[src/rtl/ctrl_pkg.sv]
`default_nettype none
// ============================================================================
// Package : ctrl_pkg
// Purpose : Shared control-register types and I2S frame controller constants.
// Rev     : 1.0  initial release
// ============================================================================
package ctrl_pkg;

    typedef enum logic {
        f16bits = 1'b0,
        f32bits = 1'b1
    } frame_size_t;

    typedef struct packed {
        frame_size_t frame_size;
        logic        stop;
        logic        mute;
    } OP_t;

    typedef enum logic [1:0] {
        IDLE = 2'd0,
        LEAD = 2'd1,
        RUN  = 2'd2
    } i2s_fsm_t;

    localparam int W16 = 16;
    localparam int W32 = 32;

    function automatic logic [5:0] word_width(input frame_size_t fs);
        return (fs == f16bits) ? 6'(W16) : 6'(W32);
    endfunction

endpackage
`default_nettype wire

[src/rtl/ws_bit_counter.sv]
`default_nettype none
// ============================================================================
// Module  : ws_bit_counter
// Purpose : Bit down-counter with reload and word-select toggle at bit 1.
// Rev     : 1.0  initial release
// ============================================================================
module ws_bit_counter (
    input  logic       clk,
    input  logic       rst_,
    input  logic       i_cnt_load,
    input  logic       i_cnt_en,
    input  logic       i_ws_set,
    input  logic       i_ws_clr,
    input  logic [4:0] i_load_val,
    output logic [4:0] o_bit_cnt,
    output logic       o_ws
);

    logic [4:0] r_bit_cnt;
    logic       r_ws;

    always_ff @(negedge clk or negedge rst_) begin
        if (!rst_) begin
            r_bit_cnt <= 5'd31;
            r_ws      <= 1'b1;
        end else begin
            if (i_cnt_load) begin
                r_bit_cnt <= i_load_val;
            end else if (i_cnt_en) begin
                r_bit_cnt <= (r_bit_cnt == 5'd0) ? i_load_val : r_bit_cnt - 5'd1;
            end

            // ws changes one SCK ahead of the next word's MSB
            if (i_ws_set) begin
                r_ws <= 1'b1;
            end else if (i_ws_clr) begin
                r_ws <= 1'b0;
            end else if (i_cnt_en && (r_bit_cnt == 5'd1)) begin
                r_ws <= ~r_ws;
            end
        end
    end

    assign o_bit_cnt = r_bit_cnt;
    assign o_ws      = r_ws;

endmodule
`default_nettype wire

[src/rtl/i2s_frame_ctrl.sv]
`default_nettype none
// ============================================================================
// Module  : i2s_frame_ctrl
// Purpose : I2S transmit frame controller (ws, rd_en, bit/frame position).
//           Define I2S_UNDERRUN_EN to build the sticky underrun detector.
// Rev     : 1.0  initial release
// ============================================================================
module i2s_frame_ctrl
    import ctrl_pkg::*;
#(
    parameter int FRAME_W = 16
) (
    input  logic               clk,
    input  logic               rst_,
    input  OP_t                OP,
    input  logic               start,
    input  logic               fifo_empty,
    output logic               ws,
    output logic               rd_en,
    output logic [4:0]         bit_cnt,
    output logic [FRAME_W-1:0] frame_cnt,
    output logic               busy,
    output logic               underrun,
    input  logic               underrun_clr
);

    i2s_fsm_t           r_state;
    i2s_fsm_t           w_next;
    logic [5:0]         r_w_lat;
    logic [FRAME_W-1:0] r_frame_cnt;
    logic [4:0]         w_cur_m1;
    logic [4:0]         w_lat_m1;
    logic [4:0]         w_load_val;
    logic               w_cnt_load;
    logic               w_cnt_en;
    logic               w_ws_set;
    logic               w_ws_clr;
    logic               w_frame_inc;
    logic               w_frame_end;
    logic               w_unused;

    assign w_cur_m1 = 5'(word_width(OP.frame_size) - 6'd1);
    assign w_lat_m1 = 5'(r_w_lat - 6'd1);

    // At bit_cnt==0 ws already shows the next word, so ws==0 marks the right word's last bit
    assign w_frame_end = (r_state == RUN) && (bit_cnt == 5'd0) && !ws;

    always_ff @(negedge clk or negedge rst_) begin
        if (!rst_) begin
            r_state <= IDLE;
        end else begin
            r_state <= w_next;
        end
    end

    always_comb begin
        w_next      = r_state;
        w_load_val  = w_lat_m1;
        w_cnt_load  = 1'b0;
        w_cnt_en    = 1'b0;
        w_ws_set    = 1'b0;
        w_ws_clr    = 1'b0;
        w_frame_inc = 1'b0;
        case (r_state)
            IDLE: begin
                w_cnt_load = 1'b1;
                w_load_val = w_cur_m1;
                if (start && !OP.stop && !fifo_empty) begin
                    w_next   = LEAD;
                    w_ws_clr = 1'b1;
                end else begin
                    w_ws_set = 1'b1;
                end
            end
            LEAD: begin
                if (OP.stop) begin
                    w_next     = IDLE;
                    w_cnt_load = 1'b1;
                    w_ws_set   = 1'b1;
                end else begin
                    w_next = RUN;
                end
            end
            RUN: begin
                if (OP.stop) begin
                    w_next     = IDLE;
                    w_cnt_load = 1'b1;
                    w_ws_set   = 1'b1;
                end else if (w_frame_end) begin
                    w_frame_inc = 1'b1;
                    if (!start) begin
                        w_next     = IDLE;
                        w_cnt_load = 1'b1;
                        w_ws_set   = 1'b1;
                    end else begin
                        w_cnt_en = 1'b1;
                    end
                end else begin
                    w_cnt_en = 1'b1;
                end
            end
            default: begin
                w_next = IDLE;
            end
        endcase
    end

    always_ff @(negedge clk or negedge rst_) begin
        if (!rst_) begin
            r_w_lat     <= 6'(W32);
            r_frame_cnt <= '0;
        end else begin
            if (r_state == IDLE) begin
                r_w_lat <= word_width(OP.frame_size);
            end
            if (w_frame_inc) begin
                r_frame_cnt <= r_frame_cnt + FRAME_W'(1);
            end
        end
    end

    ws_bit_counter u_ws_bit_counter (
        .clk        (clk),
        .rst_       (rst_),
        .i_cnt_load (w_cnt_load),
        .i_cnt_en   (w_cnt_en),
        .i_ws_set   (w_ws_set),
        .i_ws_clr   (w_ws_clr),
        .i_load_val (w_load_val),
        .o_bit_cnt  (bit_cnt),
        .o_ws       (ws)
    );

    assign rd_en     = (r_state == RUN);
    assign busy      = (r_state != IDLE);
    assign frame_cnt = r_frame_cnt;

`ifdef I2S_UNDERRUN_EN
    logic w_ur_set;
    logic r_underrun;

    assign w_ur_set = (r_state == RUN) && (bit_cnt == w_lat_m1) && fifo_empty;

    always_ff @(negedge clk or negedge rst_) begin
        if (!rst_) begin
            r_underrun <= 1'b0;
        end else if (w_ur_set) begin
            r_underrun <= 1'b1;
        end else if (underrun_clr) begin
            r_underrun <= 1'b0;
        end
    end

    assign underrun = r_underrun;
    assign w_unused = OP.mute;
`else
    assign underrun = 1'b0;
    assign w_unused = OP.mute ^ underrun_clr;
`endif

endmodule
`default_nettype wire
[config.mk]
export PLATFORM = sky130hd
export DESIGN_NAME = i2s_frame_ctrl
export DESIGN_NICKNAME = d
export VERILOG_FILES = /design/src/rtl/ctrl_pkg.sv /design/src/rtl/ws_bit_counter.sv /design/src/rtl/i2s_frame_ctrl.sv
export SDC_FILE = /design/constraint.sdc
export NUM_CORES = 1
export LEC_CHECK = 0
export ABC_AREA = 1
export ABC_CLOCK_PERIOD_IN_PS = 1850
export CAP_MARGIN = 10
export CORE_UTILIZATION = 30
export CTS_BUF_LIST = sky130_fd_sc_hd__clkbuf_4
export DETAILED_ROUTE_END_ITERATION = 16
export SKIP_CTS_REPAIR_TIMING = 1
export SLEW_MARGIN = 0
export SYNTH_ARGS = -nofsm -noshare
export SYNTH_HDL_FRONTEND = slang
export SYNTH_SLANG_ARGS = --single-unit
export TNS_END_PERCENT = 30
[constraint.sdc]
create_clock -name clk -period 1.85 [get_ports clk]
set_input_delay 0.185 -clock clk [delete_from_list [all_inputs] [get_ports clk]]
set_output_delay 0.185 -clock clk [all_outputs]
set_load 0.01 [all_outputs]
==> out/results.tsv <==
metric	value	unit
outcome	complete, but fails checks	
failing checks	negative setup slack	
Post-synth EDFFs	0	
Port Buffer Count	29	
CTS clk-pin slew, worst paths	90	ps
Detail Placement HPWL	2430	um
Ports	33	
vias per cell	4.23	
Routed Wire Length	3290	um
Synth area leader	dfrtn_1	
vias in the first global route	1256	
leakage power	1.13	nW
skew final	75.5	ps
crit path DAT	1960	ps
DRT iter0 DRCs	45	
Avg WL per Cell	10.1	um
RSZ-0062 raised after global routing	yes	
die height	72.1	um
final-report hold violation count	0	
Final setup violation count	28	
via count	1372	
row count	25	
worst path required time	1660	ps
Initial Util	31.2	%
Post-Synthesis Cells	186	
drt pass-1 iters	5	
final non-filler cell total	324	
crit path launch type	flop	
Worst setup EP type	primary output	
Max-Cap Viols	0	
Critical Path Fanout Max	2	
Yosys warnings	0	
Synth area leaders	dfrtn_1 32%, nand2_1 12%, dfstp_2 11%	
root buf cell	clkbuf_4	
P&R area growth vs syn	45.8	%
CTS HTree Levels	1	
core area	4720	um^2
CTS Buf Count	3	
Main synth FF type	dfrtn_1	
Slew Limit Fails	0	
sequential fraction of the synthesis area	43.0	%
Final WS setup	-291	ps
Syn Area/Cell	7.92	um^2
Peak VDD IR	323	uV
total power	1.02	mW
R2R setup slack	110	ps
#FFs+latches synth	25	
critical path class	flop to primary output	
pwr/cell area	477	nW/um^2
GR Overflow Total	0	
Die Wd	72.1	um
Routed Antenna Nets	0	
total clock sinks	25	
Nets	270	
hold crit path type	flop to flop	
Synth cell types	26	
GPL Wtd Cong	0.808	
residual DRC count	0	
Max Root-Sink Buffers	2	
largest net degree at the start of global routing	23	
clk_lat worst skew	380	ps
die area	5200	um^2
GRT Total Usage	13.2	%
Synthesized Nets	198	
top-area cell type share of the netlist area	32.3	%
diodes inserted	0	
CTS tree	built	
antenna violations before repair	0	
layout cells sized above 1	38.1	%
asr flop ratio synth	100	%
placed cells	314	
global-route wire length before repair	5380	um
synthesized area	1470	um^2
routing by layer:
layer	share of wire (%)	vias to the layer above	global-route usage, %
met5	0	-	0
met4	0.46	0	1.96
met3	3.6	2	3.33
met2	46	30	22.4
met1	50	616	17.4
li1	-	724	-
where the power goes:
| part | internal (mW) | leakage [nW] | switching, mW |
|---|---|---|---|
| Sequential | 0.563 | 0.310 | 0.00573 |
| Combinational | 0.0697 | 0.768 | 0.0748 |
| Clock | 0.116 | 0.0504 | 0.195 |
flip-flops by register name, summed over array words and instances (netlist names):
name and cells:
frame_cnt 16, r_state 2, r_w_lat 1, u_ws_bit_counter.o_bit_cnt 5, u_ws_bit_counter.o_ws 1
logic make-up after synthesis:
group           synth area share (%)
buf+inv                         7.73
xor+xnor                        8.91
simple gates                    32.7
compound gates                  4.07
fa+ha+maj                       3.40
flops                           43.0
other cells                    0.254
synth_stat cells (2+ instances only):
library cell,instances
nand2_1,49
nor2_1,23
inv_1,21
dfrtn_1,19
nand3_1,15
xor2_1,11
o21ai_0,8
dfstp_2,6
ha_1,4
nor3_1,4
xnor2_1,4
inv_2,3
nand4_1,3
nor2_2,2
nor3_2,2
o211ai_1,2
worst max-delay path: stages, from the launching register on:
cell and delay (ps):
dfrtn_1 450, inv_2 50, nand2_2 70, inv_2 40
buf_6 110
final cells by class:
| class | count | area [um^2] |
|---|---|---|
| clock inverter | 6 | 22.5 |
| clock buffer | 4 | 30.0 |
| inverter | 24 | 101 |
| timing repair buffer | 64 | 498 |
| tap | 67 | 83.8 |
| fill | 467 | 2570 |
| multi-input combinational | 134 | 779 |
| sequential | 25 | 633 |
cells in the final DEF, fill, tap and decap left out, types with 4 or more instances in the layout:
cell,netlist,layout
nand2_1,49,45
clkbuf_4,0,4
inv_1,21,20
clkdlybuf4s50_1,0,4
xor2_1,11,11
buf_6,1,8
dfrtn_1,19,19
buf_4,1,34
o21ai_0,8,7
nand2_2,1,4
nand3_1,15,14
xnor2_1,4,4
nor2_1,23,20
nor2_2,2,5
dfstp_2,6,6
buf_2,0,16
inv_2,3,7
metrics by stage:
step | hold WS, ps | setup TNS (ps) | setup WS [ps] | instance area [um^2] | utilization (%)
2_1_floorplan | 456 | -63.1 | -42.8 | 1480 | -
3_3_place_gp | 483 | -18520 | -628 | 2100 | 44.6
3_5_place_dp | 483 | -18450 | -631 | 2100 | 44.6
4_1_cts | 485 | -19070 | -711 | 2150 | 45.6
5_1_grt | 527 | -5940 | -371 | 2150 | 45.5
6_report | 480 | -4460 | -291 | 2150 | 45.5
path summary, 6_finish.rpt:
kind / from / end / cells past startpoint
min in group asynchronous: rst_ / frame_cnt[1] / 2
worst min-delay path: r_w_lat[4] / r_w_lat[4] / 2
worst max-delay path: r_state[0] / rd_en / 4
worst min register to register: r_w_lat[4] / r_w_lat[4] / 2
worst max register to register: u_ws_bit_counter.o_bit_cnt[0] / frame_cnt[4] / 9
max in group asynchronous: rst_ / frame_cnt[10] / 3
Note: power is estimated with default switching activity, not from simulation.
==> variant (config.mk and constraints unchanged) <==
Re-encode `i2s_fsm_t` (3 states) as one-hot, 3 bits wide.
--- a/src/rtl/ctrl_pkg.sv
+++ b/src/rtl/ctrl_pkg.sv
@@ -19,6 +19,6 @@
 
-    typedef enum logic [1:0] {
-        IDLE = 2'd0,
-        LEAD = 2'd1,
-        RUN  = 2'd2
+    typedef enum logic [2:0] {
+        IDLE = 3'b001,
+        LEAD = 3'b010,
+        RUN  = 3'b100
     } i2s_fsm_t;
Formal check against the unedited RTL: same outputs for any inputs over 10 cycles, from zero or initial values and one cycle with rst_ low; not proved beyond that.
==> variant against the original RTL <==
- the run still ends with negative setup slack left
- routed wire length rose by 12%
- highest routed layer unchanged
- critical path depth stayed put
- area after synthesis up 8.4%
- setup slack worse by 0.17 ns
- cell area up 5.0%
- critical endpoint unchanged
- via count up 12%
- sequential share of layout area fell by 0.22 points
- sequential cell count grew 1
Power is not compared: it rests on default switching activity, and its combinational part moved more than twofold at a synthesized area within 25%.
==> variant: results (changes against the original RTL) <==
outcome:
  status: "finished with violations"
  violations: "negative setup slack"
sta:
  finalSetupTns_ns: -4.75  # -0.296 ns
  finalClockSkew_ns: 0.0770  # +0.00154 ns
  finalSetupViolations: 24  # -14%
  fin_ws_ns: -0.463  # -0.171 ns
  fin_hold_ws_ns: 0.492  # +0.0112 ns
place:
  placed_cell_area_um2: 2230  # +6.2%
  place.gp.congestion: 0.885  # +9.5%
detailed_routing:
  firstDrtPassIters: 4  # -1
  route.met2.wl_mm: 1.75  # +16%
  drt_iter0_drc: 59  # +31%
worst_setup_path:
  critPathLaunch: "r_state[0]"
  reg2reg_depth: 11  # +2
  cp_slowest_cell: "dfstp_2"
  cp_max_fo: 3  # +1
cells_and_area:
  drive_gt1_share_pct: 33.5  # -4.7 points
  nFillCells: 532  # +14%
  fin_cells: 351  # +8.3%
global_route:
  track_usage_pct: 14.7  # +1.5 points
  gr-usage-met1_pct: 18.5  # +1.1 points
  grt_use_met3_pct: 2.01  # -1.3 points
  first_global_vias: 1499  # +19%
  grtUsageMet2_pct: 25.9  # +3.5 points
  grt_max_degree: 27  # +17%
min_path:
  hold_end: "frame_cnt[15]"
  hp-start: "frame_cnt[15]"
synthesis:
  synth_compound_area_share_pct: 5.64  # +1.6 points
  synth_area_leaders: "dfrtn_1 (30%), nand2_1 (15%), dfstp_2 (12%), inv_1 (6.6%), xor2_1 (5.5%)"
  yosys-top-cells-count: "nand2_1 (62), inv_1 (28), dfrtn_1 (19), nor2_1 (17), nand3_1 (14)"
  ys_seq_area_share_pct: 41.3  # -1.7 points
  synthAdderAreaFrac_pct: 3.13  # -0.26 points
  synth_fp_nets: 220  # +11%
  synthXorXnorAreaFrac_pct: 8.22  # -0.69 points
variant: cell count changes in the layout (fill, tap and decap cells not counted), moves of 4 or more:
cell	change
inv_2	-4
nor2_1	-5
nor3_1	+4
nand2_1	+13
a21oi_1	+4
inv_1	+11
nor2_4	+5
variant: cell type report:
| cell class | count | area share (%) |
|---|---|---|
| Timing Repair Buffer | 64 | 22.2 |
| Sequential cell | 26 | 29.2 |
| Tap cell | 70 | 3.88 |
| Clock inverter | 8 | 1.33 |
| Multi-Input combinational cell | 152 | 37.4 |
| Inverter | 28 | 4.94 |
| Clock buffer | 3 | 0.999 |
variant: power by group through the flow:
stage	combinational, mW	clock, mW	sequential, mW
after global placement	0.670	0.0267	0.719
after global routing	0.772	0.358	0.731
after detailed placement	0.676	0.0267	0.721
final	0.677	0.306	0.725
after floorplan	0.293	0.0267	0.764
after CTS	0.679	0.331	0.713
variant: tightest hold or removal path, stage by stage (launching register included):
cell and delay [ns]:
dfrtn_1 0.45, nand2_1 0.06, o21ai_0 0.08
